**src/rtl/rv32im_irq_pkg.sv**
```systemverilog
// +--------------------------------------------------------------------------+
// | rv32im_irq_pkg : register map, lane indices and helpers for irq controller |
// | Revision 1.0                                                             |
// +--------------------------------------------------------------------------+
`default_nettype none

package rv32im_irq_pkg;

    localparam logic [31:0] IRQ_BASE    = 32'h4004_0000;

    localparam logic [7:0]  IRQ_PENDING = 8'h00;
    localparam logic [7:0]  IRQ_ENABLE  = 8'h04;
    localparam logic [7:0]  IRQ_TYPE    = 8'h08;
    localparam logic [7:0]  IRQ_SWSET   = 8'h0C;
    localparam logic [7:0]  IRQ_CLAIM   = 8'h10;
    localparam logic [7:0]  IRQ_RAW     = 8'h14;
    localparam logic [7:0]  IRQ_MAP_END = 8'h18;

    localparam int unsigned IRQ_LANE_COMM  = 0;
    localparam int unsigned IRQ_LANE_TIMER = 1;
    localparam int unsigned IRQ_LANE_PWM   = 2;
    localparam int unsigned IRQ_LANE_ADC   = 3;
    localparam int unsigned IRQ_LANE_PROT  = 4;
    localparam int unsigned IRQ_LANE_WDT   = 5;
    localparam int unsigned IRQ_LANE_ESTOP = 6;
    localparam int unsigned IRQ_LANE_EXT0  = 8;

    localparam logic [0:0]  WB_IDLE = 1'b0;
    localparam logic [0:0]  WB_RESP = 1'b1;

    // Lane 0 has the highest priority, so the lowest set index wins.
    function automatic logic [4:0] lowest_set(input logic [31:0] v);
        lowest_set = 5'd0;
        for (int i = 31; i >= 0; i--) begin
            if (v[i]) lowest_set = 5'(i);
        end
    endfunction

endpackage

`default_nettype wire

```
**src/rtl/irq_sync_edge.sv**
```systemverilog
// +--------------------------------------------------------------------------+
// | irq_sync_edge : per-lane optional synchroniser plus rising-edge detector  |
// | Revision 1.0                                                             |
// +--------------------------------------------------------------------------+
`default_nettype none

module irq_sync_edge #(
    parameter bit          ASYNC       = 1'b0,
    parameter int unsigned SYNC_STAGES = 2
) (
    input  logic clk,
    input  logic rst_n,
    input  logic src_i,
    output logic s_o,
    output logic rise_o
);

    logic prev_q;

    generate
        if (ASYNC) begin : g_async
            logic [SYNC_STAGES-1:0] sync_q;

            always_ff @(posedge clk or negedge rst_n) begin
                if (!rst_n) begin
                    sync_q <= '0;
                end else begin
                    sync_q <= {sync_q[SYNC_STAGES-2:0], src_i};
                end
            end

            assign s_o = sync_q[SYNC_STAGES-1];
        end else begin : g_direct
            assign s_o = src_i;
        end
    endgenerate

    always_ff @(posedge clk or negedge rst_n) begin
        if (!rst_n) begin
            prev_q <= 1'b0;
        end else begin
            prev_q <= s_o;
        end
    end

    assign rise_o = s_o & ~prev_q;

endmodule

`default_nettype wire

```
**src/rtl/irq_controller_macro.sv**
```systemverilog
// +--------------------------------------------------------------------------+
// | irq_controller_macro : IRQ aggregator with pending/enable/type regs,      |
// | fixed-priority claim and a one-wait-state Wishbone slave. Revision 1.0   |
// +--------------------------------------------------------------------------+
`default_nettype none

module irq_controller_macro
    import rv32im_irq_pkg::*;
#(
    parameter int unsigned        NUM_IRQ     = 16,
    parameter int unsigned        SYNC_STAGES = 2,
    parameter logic [NUM_IRQ-1:0] ASYNC_MASK  = 16'hFF00
) (
    input  logic               clk,
    input  logic               rst_n,
    input  logic [31:0]        wb_adr_i,
    input  logic [31:0]        wb_dat_i,
    output logic [31:0]        wb_dat_o,
    input  logic               wb_we_i,
    input  logic [3:0]         wb_sel_i,
    input  logic               wb_cyc_i,
    input  logic               wb_stb_i,
    output logic               wb_ack_o,
    output logic               wb_err_o,
    input  logic [NUM_IRQ-1:0] irq_src_i,
    output logic [NUM_IRQ-1:0] irq_vec_o,
    output logic               irq_o,
    output logic [4:0]         irq_id_o
);

    logic [NUM_IRQ-1:0] s_w;
    logic [NUM_IRQ-1:0] rise_w;

    generate
        for (genvar i = 0; i < NUM_IRQ; i++) begin : g_lane
            irq_sync_edge #(
                .ASYNC       (ASYNC_MASK[i]),
                .SYNC_STAGES (SYNC_STAGES)
            ) u_lane (
                .clk    (clk),
                .rst_n  (rst_n),
                .src_i  (irq_src_i[i]),
                .s_o    (s_w[i]),
                .rise_o (rise_w[i])
            );
        end
    endgenerate

    logic [0:0]         state_q, state_d;
    logic               accept_w, commit_w, wr_ok_w, claim_w;
    logic               req_we_q, req_full_q, req_err_q;
    logic [5:0]         req_off_q;
    logic [NUM_IRQ-1:0] req_dat_q;
    logic [31:0]        dat_q, rd_w;
    logic [NUM_IRQ-1:0] pend_q, pend_d, en_q, type_q;
    logic [NUM_IRQ-1:0] set_w, clr_w, vec_d;
    logic               unused_bus;

    assign unused_bus = ^{wb_adr_i[31:8], wb_adr_i[1:0], wb_dat_i};

    always_ff @(posedge clk or negedge rst_n) begin
        if (!rst_n) begin
            state_q <= WB_IDLE;
        end else begin
            state_q <= state_d;
        end
    end

    assign accept_w = (state_q == WB_IDLE) && wb_cyc_i && wb_stb_i && !wb_ack_o;

    always_comb begin
        state_d = state_q;
        case (state_q)
            WB_IDLE: if (accept_w) state_d = WB_RESP;
            WB_RESP: state_d = WB_IDLE;
            default: state_d = WB_IDLE;
        endcase
    end

    always_comb begin
        wb_ack_o = 1'b0;
        wb_err_o = 1'b0;
        if (state_q == WB_RESP) begin
            wb_ack_o = ~req_err_q;
            wb_err_o =  req_err_q;
        end
    end

    always_comb begin
        rd_w = 32'd0;
        case (wb_adr_i[7:2])
            IRQ_PENDING[7:2]: rd_w = 32'(pend_q);
            IRQ_ENABLE[7:2]:  rd_w = 32'(en_q);
            IRQ_TYPE[7:2]:    rd_w = 32'(type_q);
            IRQ_CLAIM[7:2]:   rd_w = {irq_o, 26'd0, irq_id_o};
            IRQ_RAW[7:2]:     rd_w = 32'(s_w);
            default:          rd_w = 32'd0;
        endcase
    end

    // The request is captured at accept so side effects fire exactly once at
    // the ack edge, even if the master drops cyc in the response cycle.
    always_ff @(posedge clk or negedge rst_n) begin
        if (!rst_n) begin
            req_we_q   <= 1'b0;
            req_full_q <= 1'b0;
            req_err_q  <= 1'b0;
            req_off_q  <= '0;
            req_dat_q  <= '0;
            dat_q      <= '0;
        end else if (accept_w) begin
            req_we_q   <= wb_we_i;
            req_full_q <= (wb_sel_i == 4'hF);
            req_err_q  <= (wb_adr_i[7:2] >= IRQ_MAP_END[7:2]);
            req_off_q  <= wb_adr_i[7:2];
            req_dat_q  <= wb_dat_i[NUM_IRQ-1:0];
            dat_q      <= rd_w;
        end
    end

    assign wb_dat_o = dat_q;
    assign commit_w = (state_q == WB_RESP);
    assign wr_ok_w  = commit_w && req_we_q && req_full_q;
    assign claim_w  = commit_w && !req_we_q && (req_off_q == IRQ_CLAIM[7:2]) && dat_q[31];

    always_comb begin
        set_w = rise_w;
        clr_w = '0;
        if (wr_ok_w && (req_off_q == IRQ_SWSET[7:2]))   set_w = set_w | req_dat_q;
        if (wr_ok_w && (req_off_q == IRQ_PENDING[7:2])) clr_w = clr_w | req_dat_q;
        if (claim_w) clr_w = clr_w | (NUM_IRQ'(1) << dat_q[4:0]);
    end

    // Set has priority over clear; level lanes simply track the live input.
    assign pend_d = (type_q & (set_w | (pend_q & ~clr_w))) | (~type_q & s_w);
    assign vec_d  = pend_q & en_q;

    always_ff @(posedge clk or negedge rst_n) begin
        if (!rst_n) begin
            pend_q    <= '0;
            en_q      <= '0;
            type_q    <= '0;
            irq_vec_o <= '0;
            irq_o     <= 1'b0;
            irq_id_o  <= 5'd0;
        end else begin
            pend_q    <= pend_d;
            irq_vec_o <= vec_d;
            irq_o     <= |vec_d;
            irq_id_o  <= lowest_set(32'(vec_d));
            if (wr_ok_w && (req_off_q == IRQ_ENABLE[7:2])) en_q   <= req_dat_q;
            if (wr_ok_w && (req_off_q == IRQ_TYPE[7:2]))   type_q <= req_dat_q;
        end
    end

endmodule

`default_nettype wire
```
**config.mk**
```make
export PLATFORM = sky130hd
export DESIGN_NAME = irq_controller_macro
export DESIGN_NICKNAME = d
export VERILOG_FILES = /design/src/rtl/rv32im_irq_pkg.sv /design/src/rtl/irq_sync_edge.sv /design/src/rtl/irq_controller_macro.sv
export SDC_FILE = /design/constraint.sdc
export NUM_CORES = 1
export LEC_CHECK = 0
export ABC_CLOCK_PERIOD_IN_PS = 2400
export BUFFER_PORTS_ARGS = -buffer_cell sky130_fd_sc_hd__buf_2
export CAP_MARGIN = 25
export CORE_MARGIN = 8
export CORE_UTILIZATION = 50
export CTS_CLUSTER_DIAMETER = 100
export CTS_CLUSTER_SIZE = 24
export DETAILED_ROUTE_END_ITERATION = 16
export HOLD_SLACK_MARGIN = 0.02
export PLACE_DENSITY_LB_ADDON = 0.12
export SETUP_SLACK_MARGIN = 0.3
export SYNTH_ARGS = -nofsm -noshare
export SYNTH_HDL_FRONTEND = slang
export SYNTH_SLANG_ARGS = --single-unit
export TNS_END_PERCENT = 50
```
**constraint.sdc**
```tcl
create_clock -name clk -period 2.4 [get_ports clk]
set_input_delay 0 -clock clk [delete_from_list [all_inputs] [get_ports clk]]
set_output_delay 0 -clock clk [all_outputs]
set_load 0.05 [all_outputs]
```
==> results of run 1 <==
[worst max-delay path: stages (launching register included)]
cell                      delay, ns
sky130_fd_sc_hd__dfrtp_1       0.40
sky130_fd_sc_hd__nor3_2        0.17
sky130_fd_sc_hd__buf_4         0.30
sky130_fd_sc_hd__and4_1        0.26
sky130_fd_sc_hd__buf_4         0.21
sky130_fd_sc_hd__mux2_2        0.36
[flip-flops by register name, summed over array words and instances, names as in the netlist, 4 cells and up]
| name | cells |
|---|---|
| g_lane.u_lane.prev_q | 16 |
| type_q | 16 |
| g_lane.u_lane.g_async.sync_q | 16 |
| irq_vec_o | 16 |
| wb_dat_o | 17 |
| irq_id_o | 4 |
| pend_q | 16 |
| req_off_q | 6 |
| en_q | 16 |
| req_dat_q | 16 |
[power by group]
part           switching [mW]  total, mW  internal, mW  leakage, nW
Sequential              0.115       2.66          2.54         1.86
Combinational           0.322      0.496         0.174         1.63
Clock                    1.11       2.49          1.38        0.274
[cell usage in the layout (no fill, tap or decap), drive strengths merged, types with 19 or more instances in the layout]
cell type    instances
nand4               20
nand3               21
buf                107
inv                 20
a21oi               19
o21ai               30
nand2              137
dlygate4sd3         40
mux2                33
dfrtp              144
[routing by layer]
layer,global-route usage,part of all wire,wire (um)
met4,0.1140,0.032,555
met2,0.3594,0.48,8375
met5,0,0,0
met1,0.2853,0.42,7449
met3,0.05782,0.066,1157
[layout make-up]
type                       instances  area, um^2  area share
sequential                       144        3603      0.4576
clock buffer                      18       439.2     0.05577
timing repair buffer             147        1007      0.1279
inverter                          14       52.55    0.006673
tap                              172       215.2     0.02733
multi-input combinational        399        2434      0.3090
clock inverter                    14       123.9     0.01573
[synthesized netlist by cell type (all sizes together), types with 7 or more instances]
library cell | number | area share
a2bb2oi | 18 | 0.025
nand4 | 20 | 0.020
mux2 | 33 | 0.059
nand3 | 21 | 0.017
dfrtp | 144 | 0.57
a221oi | 7 | 0.014
o21ai | 30 | 0.025
a22oi | 9 | 0.011
buf | 31 | 0.033
a21oi | 19 | 0.015
nor2b | 7 | 0.0082
nor2 | 18 | 0.011
nand2 | 137 | 0.082
clkbuf | 13 | 0.0078
inv | 14 | 0.0084
[path summary, 6_finish.rpt]
| path | start | end | slack, ns |
|---|---|---|---|
| worst max-delay path | req_off_q[0]$_DFFE_PN0P_ | type_q[1]$_DFFE_PN0P_ | 0.58 |
| worst min-delay path | wb_adr_i[3] | req_err_q$_DFFE_PN0P_ | 0.08 |
| worst max register to register | req_off_q[0]$_DFFE_PN0P_ | type_q[1]$_DFFE_PN0P_ | 0.58 |
| worst min register to register | g_lane[13].u_lane.g_async.sync_q[0]$_DFF_PN0_ | g_lane[13].u_lane.g_async.sync_q[1]$_DFF_PN0_ | 0.35 |
| max in group asynchronous | rst_n | wb_dat_o[10]$_DFFE_PN0P_ | 1.49 |
| min in group asynchronous | rst_n | en_q[3]$_DFFE_PN0P_ | 0.18 |
[cell families (layout without fill, tap and decap cells)]
| family | count (synthesis) | in the layout |
|---|---|---|
| AND/OR/NAND/NOR | 235 | 235 |
| flip-flops | 144 | 144 |
| AO/OA/AOI/OAI | 112 | 112 |
| buffers and inverters | 58 | 193 |
| multiplexers | 36 | 36 |
| other | 1 | 16 |
[per-stage QoR]
stage,total power [mW],std cells
floorplan,2.950,601
CTS,5.674,908
detailed placement,3.145,836
global placement,3.132,836
global route,5.851,908
finish,5.640,908
==> results.txt, run 1 <==
----------------------------------------------------
[Global route]
  Pin count of the biggest net entering global routing ... 82
  Overflow after GRT ... 0
  Global-route usage over all layers ... 0.2276
  Via count of the first global-routing pass ... 5142
  Initial antenna violation count ... 0
  Wire length of the first global-routing pass ... 28210 um

[Clocking]
  Clock tree buffer depth ... 2
  Number of H-tree levels ... 4
  Quantity of gates resized following cts ... 0
  Reg clk slew, reported paths ... 0.06 ns
  Clock tree root driver cell ... sky130_fd_sc_hd__clkbuf_16
  Number of clock sinks ... 144
  Number of buffers created by CTS ... 17
  Number of buffers inserted by post-CTS setup repair ... 0
  TritonCTS clock tree ... yes
  Clock latency on the worst-skew pair ... 0.43 ns
  Post-cts hold buffer count ... 40

[Floorplanning]
  DIE AREA ... 0.01640 mm^2
  Boundary Pins ... 145
  Die Y-Extent ... 128.1 um
  Core Footprint ... 0.01247 mm^2
  Site row count ... 41
  Die X-Extent ... 128.1 um
  Initial Utilization ... 0.5039

[Logic synthesis]
  Seq/Total Area, Yosys ... 0.5737
  Synth cell types ... 53
  Count of warnings emitted by yosys ... 0
  Netlist area before placement ... 0.006281 mm^2
  Simple-gate portion of the synthesized area ... 0.1769
  Compound-cell area share of the yosys netlist ... 0.1295
  Average cell area after synthesis ... 10.72 um^2
  Dominant register cell in the synthesized netlist ... sky130_fd_sc_hd__dfrtp_1
  Dominant combinational cell family by area after synthesis ... simple AND/OR/NAND/NOR gates
  EDFF count, synth ... 0
  Post-synthesis share of cell area spent on full adders, half adders and majority gates ... 0
  XOR/XNOR Fraction of Synth Area ... 0
  Gate count of the mapped netlist ... 586
  Total of flip-flops plus latches after synthesis ... 144
  Asr flop ratio synth ... 1.000
  Multiplexer area fraction after synthesis ... 0.06992

[Timing]
  Top achievable clock speed ... 548.4 MHz
  Hold violation count in the final report ... 0
  Worst hold slack across all endpoints ... 0.07651 ns
  Setup repair after global routing missed its margin ... false
  Max-slew violations ... 0
  Worst Skew ... 0.006429 ns
  Worst Max-Slew Pin Slew ... 0.7374 ns
  Aggregate negative setup slack ... 0 ns
  Final critical-path required period ... 1.823 ns
  Final setup slack of the worst path ... 0.5766 ns
  Tcrit/Tclk final ... 0.7598
  Setup-violating endpoint count in the final report ... 0
  Max transition margin ... 0.5084

[Final layout]
  Total number of nets in the final design ... 812
  Relative area change from synthesis to final layout ... 25.38%
  Final core utilization ... 0.6317
  Post-Layout Inst Area ... 0.007875 mm^2
  Number of inserted diodes ... 0
  Share of post-route cells with drive strength above 1 ... 0.2663
  Count of filler cells inserted in the layout ... 1022

[Setup path]
  Maximum fanout along the worst path ... 21
  Type of element launching the critical path ... flop
  Data required time of the worst path ... 2.71 ns
  Critical path start-end classification ... flop to flop
  Arrival time worst endpoint ... 2.14 ns
  CP endpoint kind ... flop
  Worst R2R Path Depth ... 5

[Place]
  Pre-CTS setup slack ... 0.6017 ns
  Last weighted congestion value of the routability-driven placer ... 0.8744
  Post-DP Area ... 0.006912 mm^2
  IO buf count ... 86
  Post-DP HPWL ... 11730 um

[Route]
  Post-route antenna net violation count ... 0
  Final wirelength ... 17540 um
  Iteration-0 DRC Markers ... 427
  Vias/cell ... 5.597
  Remaining DRCs ... 0
  Initial DRT Pass Iterations ... 6
  Detailed-route via count ... 5082
  Routed wire length per instance ... 19.31 um

[Power and ir drop]
  Ratio of total power to cell area ... 716.2 mW/mm^2
  Worst IR Drop VDD ... 0.4750 mV
  Leakage component of the power ... 3.760 nW

[Min path]
  Worst hold path type ... primary input to flop
  Depth of the worst hold-timing path ... 3

[Run]
  # Max-Cap Violations ... 0

[Run status]
  Outcome ... complete, no violations

----------------------------------------------------
Note: power is estimated with default switching activity, not from simulation.
==> run 2: changes to the inputs <==
--- a/config.mk
+++ b/config.mk
@@ -5,7 +5,7 @@
 export SDC_FILE = /design/constraint.sdc
 export NUM_CORES = 1
 export LEC_CHECK = 0
-export ABC_CLOCK_PERIOD_IN_PS = 2400
+export ABC_CLOCK_PERIOD_IN_PS = 1880
 export BUFFER_PORTS_ARGS = -buffer_cell sky130_fd_sc_hd__buf_2
 export CAP_MARGIN = 25
 export CORE_MARGIN = 8
==> constraint.sdc (replaced) <==
create_clock -name clk -period 1.88 [get_ports clk]
set_input_delay 0 -clock clk [delete_from_list [all_inputs] [get_ports clk]]
set_output_delay 0 -clock clk [all_outputs]
set_load 0.05 [all_outputs]
==> run 2 against run 1 <==
Against the previous run: first-iteration DRC count is 19% higher; via count rose by 3.4%; largest cell class unchanged; sequential share of layout area is 2.7 points lower; utilization is 4.0 points higher; global-route usage up 0.13 points; clock power rose by 45%; combinational power rose by 41%; worst setup slack worse by 0.29 ns; largest power group is now clock; sequential power grew 29%; cell count grew 1.9%; clock-buffer cell count did not move; maximum frequency rose by 14%.
==> results.txt, run 2 (synthesis gave the netlist of run 1 again) <==
----------------------------------------------------
[Run status]
  Outcome ... complete, no violations

[Global route]
  Via count of the first global-routing pass ... 5270
  Global-route usage over all layers ... 0.2289
  Overflow after GRT ... 0
  Pin count of the biggest net entering global routing ... 51
  Initial antenna violation count ... 0
  Wire length of the first global-routing pass ... 28640 um

[Setup path]
  Delay of the slowest critical-path stage ... 0.44 ns
  Ordered list of cells on the worst path ... nor3b_4, and3_4, clkbuf_16, mux2_2
  Kind of cell adding the most delay to the critical path ... simple AND/OR/NAND/NOR gates
  Data required time of the worst path ... 2.19 ns
  Maximum fanout along the worst path ... 8
  Worst setup slack for register-to-register paths ... 0.29 ns
  Critical path start-end classification ... flop to flop
  Critical path's slowest cell ... sky130_fd_sc_hd__dfrtp_2
  Worst path bufs/invs ... 1
  Type of element launching the critical path ... flop
  Arrival time worst endpoint ... 1.90 ns
  CP endpoint kind ... flop

[Clocking]
  Clock tree root driver cell ... sky130_fd_sc_hd__clkbuf_16
  Number of H-tree levels ... 4
  TritonCTS clock tree ... yes
  Reg clk slew, reported paths ... 0.06 ns
  Number of buffers created by CTS ... 17
  Number of clock sinks ... 144
  Clock latency on the worst-skew pair ... 0.43 ns
  Clock tree buffer depth ... 2

[Final layout]
  Number of inserted diodes ... 0
  Total number of nets in the final design ... 830
  Most used cells in the layout excluding fill and tap cells ... sky130_fd_sc_hd__dfrtp_1, sky130_fd_sc_hd__nand2_1, sky130_fd_sc_hd__buf_2
  Share of post-route cells with drive strength above 1 ... 0.3094
  Max reg flops ... 17
  Relative area change from synthesis to final layout ... 33.29%
  Most common cell after layout, fill and taps aside ... sky130_fd_sc_hd__dfrtp_1
  Post-Layout Inst Area ... 0.008372 mm^2

[Min path]
  Worst hold path type ... primary input to flop

[Timing]
  Aggregate negative setup slack ... 0 ns
  Worst Max-Slew Pin Slew ... 0.6050 ns
  Top achievable clock speed ... 627.2 MHz
  Worst hold slack across all endpoints ... 0.07738 ns
  Worst Skew ... 0.01148 ns
  Setup-violating endpoint count in the final report ... 0
  Tcrit/Tclk final ... 0.8481
  Setup repair after global routing missed its margin ... true
  Hold violation count in the final report ... 0
  Final critical-path required period ... 1.594 ns
  Max-slew violations ... 0
  Max transition margin ... 0.5945

[Floorplanning]
  Die X-Extent ... 128.1 um
  Core Footprint ... 0.01247 mm^2
  Site row count ... 41
  DIE AREA ... 0.01640 mm^2
  Initial Utilization ... 0.5039
  Die Y-Extent ... 128.1 um
  Boundary Pins ... 145

[Run]
  # Max-Cap Violations ... 0

[Route]
  Vias/cell ... 5.682
  Iteration-0 DRC Markers ... 506
  Final wirelength ... 18250 um
  Initial DRT Pass Iterations ... 5
  Detailed-route via count ... 5256
  Post-route antenna net violation count ... 0
  Routed wire length per instance ... 19.72 um
  Remaining DRCs ... 0

[Place]
  Post-DP Area ... 0.006989 mm^2
  Last weighted congestion value of the routability-driven placer ... 0.8825
  Post-DP HPWL ... 12250 um
  IO buf count ... 86

[Power and ir drop]
  Leakage component of the power ... 3.959 nW
  Total power ... 7.740 mW
  Ratio of total power to cell area ... 924.5 mW/mm^2
  Worst IR Drop VDD ... 0.6853 mV

----------------------------------------------------
==> run 2: tightest hold or removal path: stages <==
cell and delay, ns:
sky130_fd_sc_hd__buf_2 0.18, sky130_fd_sc_hd__buf_4 0.18, sky130_fd_sc_hd__nand2_1 0.05, sky130_fd_sc_hd__nand2_1 0.04
==> run 2: final timing paths <==
kind                                                               startpoint                                            end  depth (start not counted)
max in group asynchronous                                               rst_n                         irq_vec_o[7]$_DFF_PN0_                          3
min in group asynchronous                                               rst_n                       req_dat_q[4]$_DFFE_PN0P_                          2
worst max register to register                       req_off_q[1]$_DFFE_PN0P_                           en_q[14]$_DFFE_PN0P_                          4
worst max-delay path                                 req_off_q[1]$_DFFE_PN0P_                           en_q[14]$_DFFE_PN0P_                          4
worst min register to register  g_lane[12].u_lane.g_async.sync_q[0]$_DFF_PN0_  g_lane[12].u_lane.g_async.sync_q[1]$_DFF_PN0_                          0
worst min-delay path                                              wb_adr_i[4]                       req_off_q[2]$_DFFE_PN0P_                          4
==> run 2: repair_timing <==
action                     in CTS  in global routing
setup endpoints to repair      33                 57
hold buffers                   40                  0
resized for setup              10                 57
hold endpoints to repair      190                  0
pin swaps                       3                 13
gates cloned                    0                  2
buffers inserted                2                  8
==> run 2: per-stage QoR <==
stage | setup WS, ns | utilization | std cells
2_1_floorplan | 0.2906 | - | 601
3_3_place_gp | 0.2664 | 0.5607 | 842
3_5_place_dp | 0.2300 | 0.5607 | 842
4_1_cts | 0.2849 | 0.6477 | 915
5_1_grt | 0.2214 | 0.6716 | 925
6_report | 0.2856 | 0.6716 | 925
==> run 2: area by class of cell <==
| cell class | instances | area, um^2 |
|---|---|---|
| multi-input cells | 399 | 2631 |
| fillers | 977 | 4094 |
| clock buffers | 18 | 439.2 |
| flip-flops and latches | 144 | 3607 |
| repair buffers | 165 | 1234 |
| inverters | 14 | 52.55 |
| well taps | 172 | 215.2 |
| clock inverters | 13 | 192.7 |
==> run 2: power by group <==
part	internal, mW	switching, mW
Sequential	3.25	0.170
Combinational	0.268	0.430
Clock	2.36	1.26
Total	5.88	1.86
==> run 2: per-layer routing <==
layer | track usage | routed length [um] | part of all wire | up-vias
li1 | - | - | - | 2359
met1 | 0.2958 | 7749 | 0.42 | 2684
met2 | 0.3678 | 9069 | 0.50 | 186
met3 | 0.04992 | 1104 | 0.061 | 27
met4 | 0.09021 | 320 | 0.018 | 0
met5 | 0 | 0 | 0 | -
